==> config.mk <==
export PLATFORM = sky130hd
export DESIGN_NAME = hrange_reduce_flat
export DESIGN_NICKNAME = d
export VERILOG_FILES = /design/src/rtl/hrange_reduce_if.sv /design/src/rtl/hrange_reduce.sv /design/src/flat_wrapper.sv
export SDC_FILE = /design/constraint.sdc
export NUM_CORES = 1
export LEC_CHECK = 0
export BUFFER_PORTS_ARGS = -buffer_cell sky130_fd_sc_hd__buf_2
export CORE_ASPECT_RATIO = 0.6
export CORE_MARGIN = 1.5
export CORE_UTILIZATION = 40
export CTS_BUF_LIST = sky130_fd_sc_hd__clkbuf_16
export CTS_CLUSTER_DIAMETER = 40
export DETAILED_ROUTE_END_ITERATION = 16
export GPL_TIMING_DRIVEN = 1
export PLACE_DENSITY = 0.67
export RECOVER_POWER = 50
export SLEW_MARGIN = 20
export SYNTH_ARGS = -nofsm -noshare
export SYNTH_HDL_FRONTEND = slang
export SYNTH_SLANG_ARGS = --single-unit
==> constraint.sdc <==
create_clock -name _clock -period 3.6 [get_ports _clock]
set_clock_uncertainty 0.05 [all_clocks]
set_input_delay 0.72 -clock _clock [delete_from_list [all_inputs] [get_ports _clock]]
set_output_delay 0.72 -clock _clock [all_outputs]
set_load 0.05 [all_outputs]
==> src/rtl/hrange_reduce_if.sv <==
// ----------------------------------------------------------------------------
// hrange_reduce_if
//   Caller-facing generator handshake bundle of hrange_reduce.
//
//   base/limit/step : range arguments, captured on an accepted _start
//   _start          : begin (accepted only while _wait=0)
//   _wait           : caller backpressure, holds the result yield
//   _valid          : one-cycle pulse, _0/_1/_err valid
//   _ready          : one-cycle pulse, operation done
//   _0 / _1         : sum / count of the reduced values
//   _err            : timeout abort flag, meaningful with _valid
//
//   master : the caller (drives arguments, _start, _wait)
//   slave  : the reducer (drives the result side)
// ----------------------------------------------------------------------------
interface hrange_reduce_if #(
    parameter int WIDTH = 32
);
    logic [WIDTH-1:0] base;
    logic [WIDTH-1:0] limit;
    logic [WIDTH-1:0] step;
    logic             _start;
    logic             _wait;
    logic             _valid;
    logic             _ready;
    logic [WIDTH-1:0] _0;
    logic [WIDTH-1:0] _1;
    logic             _err;

    modport master (
        output base, limit, step, _start, _wait,
        input  _valid, _ready, _0, _1, _err
    );

    modport slave (
        input  base, limit, step, _start, _wait,
        output _valid, _ready, _0, _1, _err
    );
endinterface

==> src/rtl/hrange_reduce.sv <==
// ----------------------------------------------------------------------------
// hrange_reduce
//   Launches a range generator (base, limit, step), consumes every value it
//   yields and folds it into a running sum and count. The result is offered
//   upstream with the same generator protocol: one yield (_0=sum, _1=count)
//   followed by a one-cycle done pulse on _ready.
//
//   Optional feature: define HRANGE_REDUCE_TIMEOUT_EN to abort COLLECT after
//   TIMEOUT_CYCLES consecutive cycles without a generator value; the partial
//   result is then yielded with _err=1. Without the macro _err is tied to 0.
//
// Ports
//   _clock        clock, rising edge
//   _reset        asynchronous active-low reset
//   up            hrange_reduce_if.slave, caller handshake and result
//   gen_base/gen_limit/gen_step  registered generator arguments
//   gen_start     generator start pulse (high during LAUNCH)
//   gen_wait      generator pause, low only in LAUNCH/COLLECT
//   gen_valid     generator yields gen_0 this cycle
//   gen_ready     generator finished
//   gen_0         yielded value
// ----------------------------------------------------------------------------
module hrange_reduce #(
    parameter int WIDTH          = 32,
    parameter int TIMEOUT_CYCLES = 64
) (
    input  logic                 _clock,
    input  logic                 _reset,
    hrange_reduce_if.slave       up,
    output logic [WIDTH-1:0]     gen_base,
    output logic [WIDTH-1:0]     gen_limit,
    output logic [WIDTH-1:0]     gen_step,
    output logic                 gen_start,
    output logic                 gen_wait,
    input  logic                 gen_valid,
    input  logic                 gen_ready,
    input  logic [WIDTH-1:0]     gen_0
);

    typedef enum logic [2:0] {
        IDLE,
        LAUNCH,
        COLLECT,
        EMIT,
        DONE
    } state_t;

    state_t           state_reg;
    logic [WIDTH-1:0] acc_reg;
    logic [WIDTH-1:0] cnt_reg;
    logic             start_accepted;

    assign start_accepted = up._start && !up._wait;

    // The generator may only run while we are launching it or collecting.
    assign gen_wait = !((state_reg == LAUNCH) || (state_reg == COLLECT));

`ifdef HRANGE_REDUCE_TIMEOUT_EN
    localparam int TIMER_W = $clog2(TIMEOUT_CYCLES + 1);

    logic [TIMER_W-1:0] timer_reg;
    logic               err_reg;
    logic               timer_expired;

    // timer_reg holds the idle cycles already seen, so the current idle cycle
    // is the TIMEOUT_CYCLES-th one when it equals TIMEOUT_CYCLES-1.
    assign timer_expired = (timer_reg == TIMER_W'(TIMEOUT_CYCLES - 1));
    assign up._err       = err_reg;
`else
    assign up._err = 1'b0;
`endif

    always_ff @(posedge _clock or negedge _reset) begin
        if (!_reset) begin
            state_reg  <= IDLE;
            acc_reg    <= '0;
            cnt_reg    <= '0;
            up._valid  <= 1'b0;
            up._ready  <= 1'b0;
            up._0      <= '0;
            up._1      <= '0;
            gen_start  <= 1'b0;
            gen_base   <= '0;
            gen_limit  <= '0;
            gen_step   <= '0;
`ifdef HRANGE_REDUCE_TIMEOUT_EN
            timer_reg  <= '0;
            err_reg    <= 1'b0;
`endif
        end else begin
            up._valid <= 1'b0;
            up._ready <= 1'b0;
            gen_start <= 1'b0;

            if (start_accepted) begin
                // A new start wins over whatever was in flight; the aborted
                // operation never yields. gen_start is registered here so it
                // is high for exactly the LAUNCH cycle.
                gen_base  <= up.base;
                gen_limit <= up.limit;
                gen_step  <= up.step;
                gen_start <= 1'b1;
                acc_reg   <= '0;
                cnt_reg   <= '0;
`ifdef HRANGE_REDUCE_TIMEOUT_EN
                timer_reg <= '0;
                err_reg   <= 1'b0;
`endif
                state_reg <= LAUNCH;
            end else begin
                case (state_reg)
                    IDLE: begin
                    end

                    // Anything on gen_valid/gen_ready here belongs to a
                    // previous run of the generator and is dropped.
                    LAUNCH: state_reg <= COLLECT;

                    COLLECT: begin
                        if (gen_valid) begin
                            acc_reg   <= acc_reg + gen_0;
                            cnt_reg   <= cnt_reg + WIDTH'(1);
`ifdef HRANGE_REDUCE_TIMEOUT_EN
                            timer_reg <= '0;
                        end else begin
                            timer_reg <= timer_reg + TIMER_W'(1);
`endif
                        end

                        // A value arriving together with gen_ready is
                        // already folded in above.
                        if (gen_ready) begin
                            state_reg <= EMIT;
`ifdef HRANGE_REDUCE_TIMEOUT_EN
                        end else if (!gen_valid && timer_expired) begin
                            err_reg   <= 1'b1;
                            state_reg <= EMIT;
`endif
                        end
                    end

                    EMIT: begin
                        if (!up._wait) begin
                            up._0     <= acc_reg;
                            up._1     <= cnt_reg;
                            up._valid <= 1'b1;
                            state_reg <= DONE;
                        end
                    end

                    // Done follows the yield unconditionally, even under _wait.
                    DONE: begin
                        up._ready <= 1'b1;
                        state_reg <= IDLE;
                    end

                    default: state_reg <= IDLE;
                endcase
            end
        end
    end

endmodule

==> src/flat_wrapper.sv <==
// flat-port wrapper written by rule: the top's interface ports become plain ports
module hrange_reduce_flat 
#(
    parameter int WIDTH          = 32,
    parameter int TIMEOUT_CYCLES = 64
)
  (_clock, _reset, gen_base, gen_limit, gen_step, gen_start, gen_wait, gen_valid, gen_ready, gen_0, up_base, up_limit, up_step, up__start, up__wait, up__valid, up__ready, up__0, up__1, up__err);
  hrange_reduce_if #(.WIDTH(WIDTH)) up_i ();
  input  logic _clock;
  input  logic _reset;
  output logic [WIDTH-1:0] gen_base;
  output logic [WIDTH-1:0] gen_limit;
  output logic [WIDTH-1:0] gen_step;
  output logic gen_start;
  output logic gen_wait;
  input  logic gen_valid;
  input  logic gen_ready;
  input  logic [WIDTH-1:0] gen_0;
  input wire logic [$bits(up_i.base)-1:0] up_base;
  input wire logic [$bits(up_i.limit)-1:0] up_limit;
  input wire logic [$bits(up_i.step)-1:0] up_step;
  input wire logic [$bits(up_i._start)-1:0] up__start;
  input wire logic [$bits(up_i._wait)-1:0] up__wait;
  output wire logic [$bits(up_i._valid)-1:0] up__valid;
  output wire logic [$bits(up_i._ready)-1:0] up__ready;
  output wire logic [$bits(up_i._0)-1:0] up__0;
  output wire logic [$bits(up_i._1)-1:0] up__1;
  output wire logic [$bits(up_i._err)-1:0] up__err;
  assign up_i.base = up_base;
  assign up_i.limit = up_limit;
  assign up_i.step = up_step;
  assign up_i._start = up__start;
  assign up_i._wait = up__wait;
  assign up__valid = up_i._valid;
  assign up__ready = up_i._ready;
  assign up__0 = up_i._0;
  assign up__1 = up_i._1;
  assign up__err = up_i._err;
  hrange_reduce #(.WIDTH(WIDTH), .TIMEOUT_CYCLES(TIMEOUT_CYCLES)) u_core (._clock(_clock), ._reset(_reset), .up(up_i), .gen_base(gen_base), .gen_limit(gen_limit), .gen_step(gen_step), .gen_start(gen_start), .gen_wait(gen_wait), .gen_valid(gen_valid), .gen_ready(gen_ready), .gen_0(gen_0));
endmodule
==> flow_summary.toml <==
[clocking]
post_cts_resized = 0
cts_tree = "built"
cts_max_level = 1
clockBufferDepth = 3
cts_setup_buffers = 0
numCtsBuffers = 28
cts-root-buf = "clkbuf_16"
cts.sinks = 230
path_clk_slew_ns = 0.06
holdBufCountCts = 0
clkLatencyLatePin_ns = 0.53

[routing]
viasPerCell = 4.898
routed.top_layer = "met5"
drtIter0Drc = 665
drt-met1-wl_um = 13820
dr.pass1.iters = 5
remaining_drc_errors = 0
wl_met2_um = 12260
drt.antenna.violating_nets = 0
vias = 9130
wl_per_cell_um = 15.22
wl_met3_um = 1795
routed_wl_um = 28370

[setup_path]
critPathArrivalTime_ns = 3.52
required_ns = 3.97
startpoint_type = "register"
critical_path_class = "register to register"
end_kind = "register"
cp_max_fo = 3

[floorplanning]
coreArea_mm2 = 0.02567
dieArea_mm2 = 0.02752
row_count = 45
ios = 299
dieWidth_um = 213.2
start_util_pct = 41.29
die_h_um = 129.1

[hold_path]
hold_class = "input port to register"

[finish]
final_area_mm2 = 0.01334
finish.utilization_pct = 51.95
multi_input_area_mm2 = 0.004584
n_fill_cell = 2442
seqCellArea_mm2 = 0.005756
nets = 1658
drive_gt1_share_pct = 24.01
syn_to_final_growth_pct = 25.82
diodes = 0

[run_status]
status = "finished, violations left"
violations = "max-capacitance violations, max-slew violations"

[sta]
max_freq_mhz = 317.6
slew_viol_final = 325
worst_pin_slew_ns = 2.199
setup_violations = 0
maxSlewHeadroom_pct = -46.63
setup_tns_ns = 0
fin_crit_sh_pct = 87.47
min_period_ns = 3.149
hold_viol = 0
rsz0062_at_grt = "false"

[place]
gp_congestion = 0.8807
hpwl_um = 19850
io_buffer_count = 297
place_area_mm2 = 0.01246

[power]
irDropWorstVdd_mv = 0.3939
clkPwrFrac_pct = 30.1
power_frac_seq_pct = 35.5
p_comb_share_pct = 34.3
power.density_mw_per_mm2 = 696.2
leakage_nw = 7.482
intPower_mw = 5.606
switchingPower_mw = 3.681
p_sw_share_pct = 39.63

[synth]
synth_nets = 1372
ys_warn_count = 0
synth_seq_area_share_pct = 54.29
synth.distinct_cells = 61
syn_area_mm2 = 0.01060
avgSynthCellArea_um2 = 8.798
synth-main-ff-cell = "dfrtp_1"
synthCells = 1205
synth_edf_count = 0
ys_ff_latch = 230
async_reset_ff_share_pct = 100.0

[global_route]
grt_pass1_wl_um = 44640
grt_overflow_total = 0
grt_pass1_vias = 8456
grt_antenna_before_repair = 1
grt_max_degree = 106
grt.total_usage_pct = 20.22

[flow_run]
maxCapViolCount = 4
## per-layer routing
| metal | GRT usage, % | vias up |
|---|---|---|
| met5 | 0 | - |
| met4 | 4.598 | 2 |
| met3 | 4.387 | 33 |
| met2 | 30.10 | 270 |
| met1 | 30.10 | 4315 |
| li1 | - | 4510 |
## worst paths after layout
| path | cells after the start | startpoint | to | slack, ns |
|---|---|---|---|---|
| max in group asynchronous | 2 | _reset | u_core.gen_limit[2] | 0.73 |
| min in group asynchronous | 1 | _reset | u_core.up._0[20] | 0.65 |
| hold / removal | 3 | up_step[29] | u_core.gen_step[29] | 0.32 |
| setup / recovery | 11 | u_core.acc_reg[0] | u_core.acc_reg[30] | 0.45 |
| setup reg to reg | 11 | u_core.acc_reg[0] | u_core.acc_reg[30] | 0.45 |
| hold reg to reg | 2 | u_core.gen_base[0] | u_core.gen_base[0] | 0.42 |
## cell usage after synthesis (all sizes together), types with 2 or more instances
cell,number,area share [%]
and3,23,1.4
and2,2,0.12
inv,11,0.39
nor2,56,2.0
a22o,4,0.33
a31oi,5,0.30
o21ai,30,1.4
o211ai,6,0.42
a211o,3,0.25
o21bai,2,0.14
clkbuf,51,1.8
ha,32,3.8
nor3,14,0.66
a21boi,3,0.21
or2,2,0.12
xor2,25,2.1
a211oi,9,0.64
a21o,14,0.99
buf,4,0.27
nand4,8,0.47
a21oi,48,2.3
nand2b,7,0.44
o21a,7,0.50
or3,4,0.24
mux2i,3,0.28
nand3,19,0.90
nor4,2,0.26
xnor2,20,1.7
nand2,535,19
dfrtp,230,54
a2111oi,2,0.34
nor2b,4,0.24
## kinds of logic (layout without fill, tap and decap cells)
| family | Yosys count | after routing | share of synthesized area (%) |
|---|---|---|---|
| AND/OR/NAND/NOR | 682 | 682 | 26.44 |
| flip-flops | 230 | 230 | 54.29 |
| AO/OA/AOI/OAI | 145 | 145 | 8.804 |
| buffers and inverters | 66 | 373 | 2.467 |
| XOR/XNOR | 45 | 45 | 3.718 |
| adder cells (fa/ha/maj) | 33 | 33 | 3.966 |
| multiplexers | 3 | 3 | 0.2833 |
| other | 1 | 1 | 0.03537 |
## stage by stage
stage               std cells  setup slack [ns]  hold slack, ns  total power [mW]
floorplan                1205            0.5454          0.3744             5.658
global placement         1813            0.1716          0.4001             6.470
detailed placement       1813            0.1295          0.4067             6.520
CTS                      1864            0.5230         0.09832             9.381
global route             1864            0.1745          0.2992             9.805
finish                   1864            0.4510          0.3198             9.286
## power groups by stage
stage	logic, mW	registers [mW]	clock network, mW
2_1_floorplan	1.27	4.39	0
3_3_place_gp	3.15	3.32	0
3_5_place_dp	3.18	3.34	0
4_1_cts	3.19	3.30	2.89
5_1_grt	3.45	3.36	2.99
6_report	3.19	3.30	2.80
## area by class of cell
cell class                      count  share of cell area, %
Tap cell                          352                  3.302
Clock buffer                       29                  5.440
Inverter                           11                 0.3283
Timing Repair Buffer              311                  11.88
Multi-Input combinational cell    909                  34.37
Clock inverter                     22                  1.529
Sequential cell                   230                  43.15
## critical path, cell delays in order (launching register included)
cell       delay (ns)
dfrtp_1          0.38
ha_1             0.20
inv_1            0.06
fa_1             0.38
nor2b_1          0.19
o31a_1           0.20
o21ai_0          0.23
o211ai_1         0.34
nand3_1          0.18
a2111oi_0        0.52
mux2i_1          0.24
nand2_1          0.06
## cell usage in the layout (no fill, tap or decap), types with 2 or more instances in the layout
cell type,n
inv_6,2
o211ai_1,6
and2_1,2
clkinv_1,4
clkbuf_1,3
a21boi_0,3
or2_2,2
nor2_1,55
clkbuf_2,5
nor3_1,14
a211oi_1,9
nand3_1,19
clkinvlp_4,3
clkinv_4,2
ha_1,32
nor2b_1,4
nand2_1,533
xnor2_1,20
clkbuf_16,29
a31oi_1,5
o21ai_0,30
buf_4,6
xor2_1,25
dfrtp_1,230
buf_2,295
clkinv_2,3
inv_1,14
o21bai_1,2
bufinv_16,3
or3_1,4
a21oi_1,48
nand4_1,8
a211o_1,3
mux2i_1,3
a22o_1,4
o21a_1,7
nand2b_1,6
a21o_1,14
and3_1,23
Power figures use the tool's default switching activity.
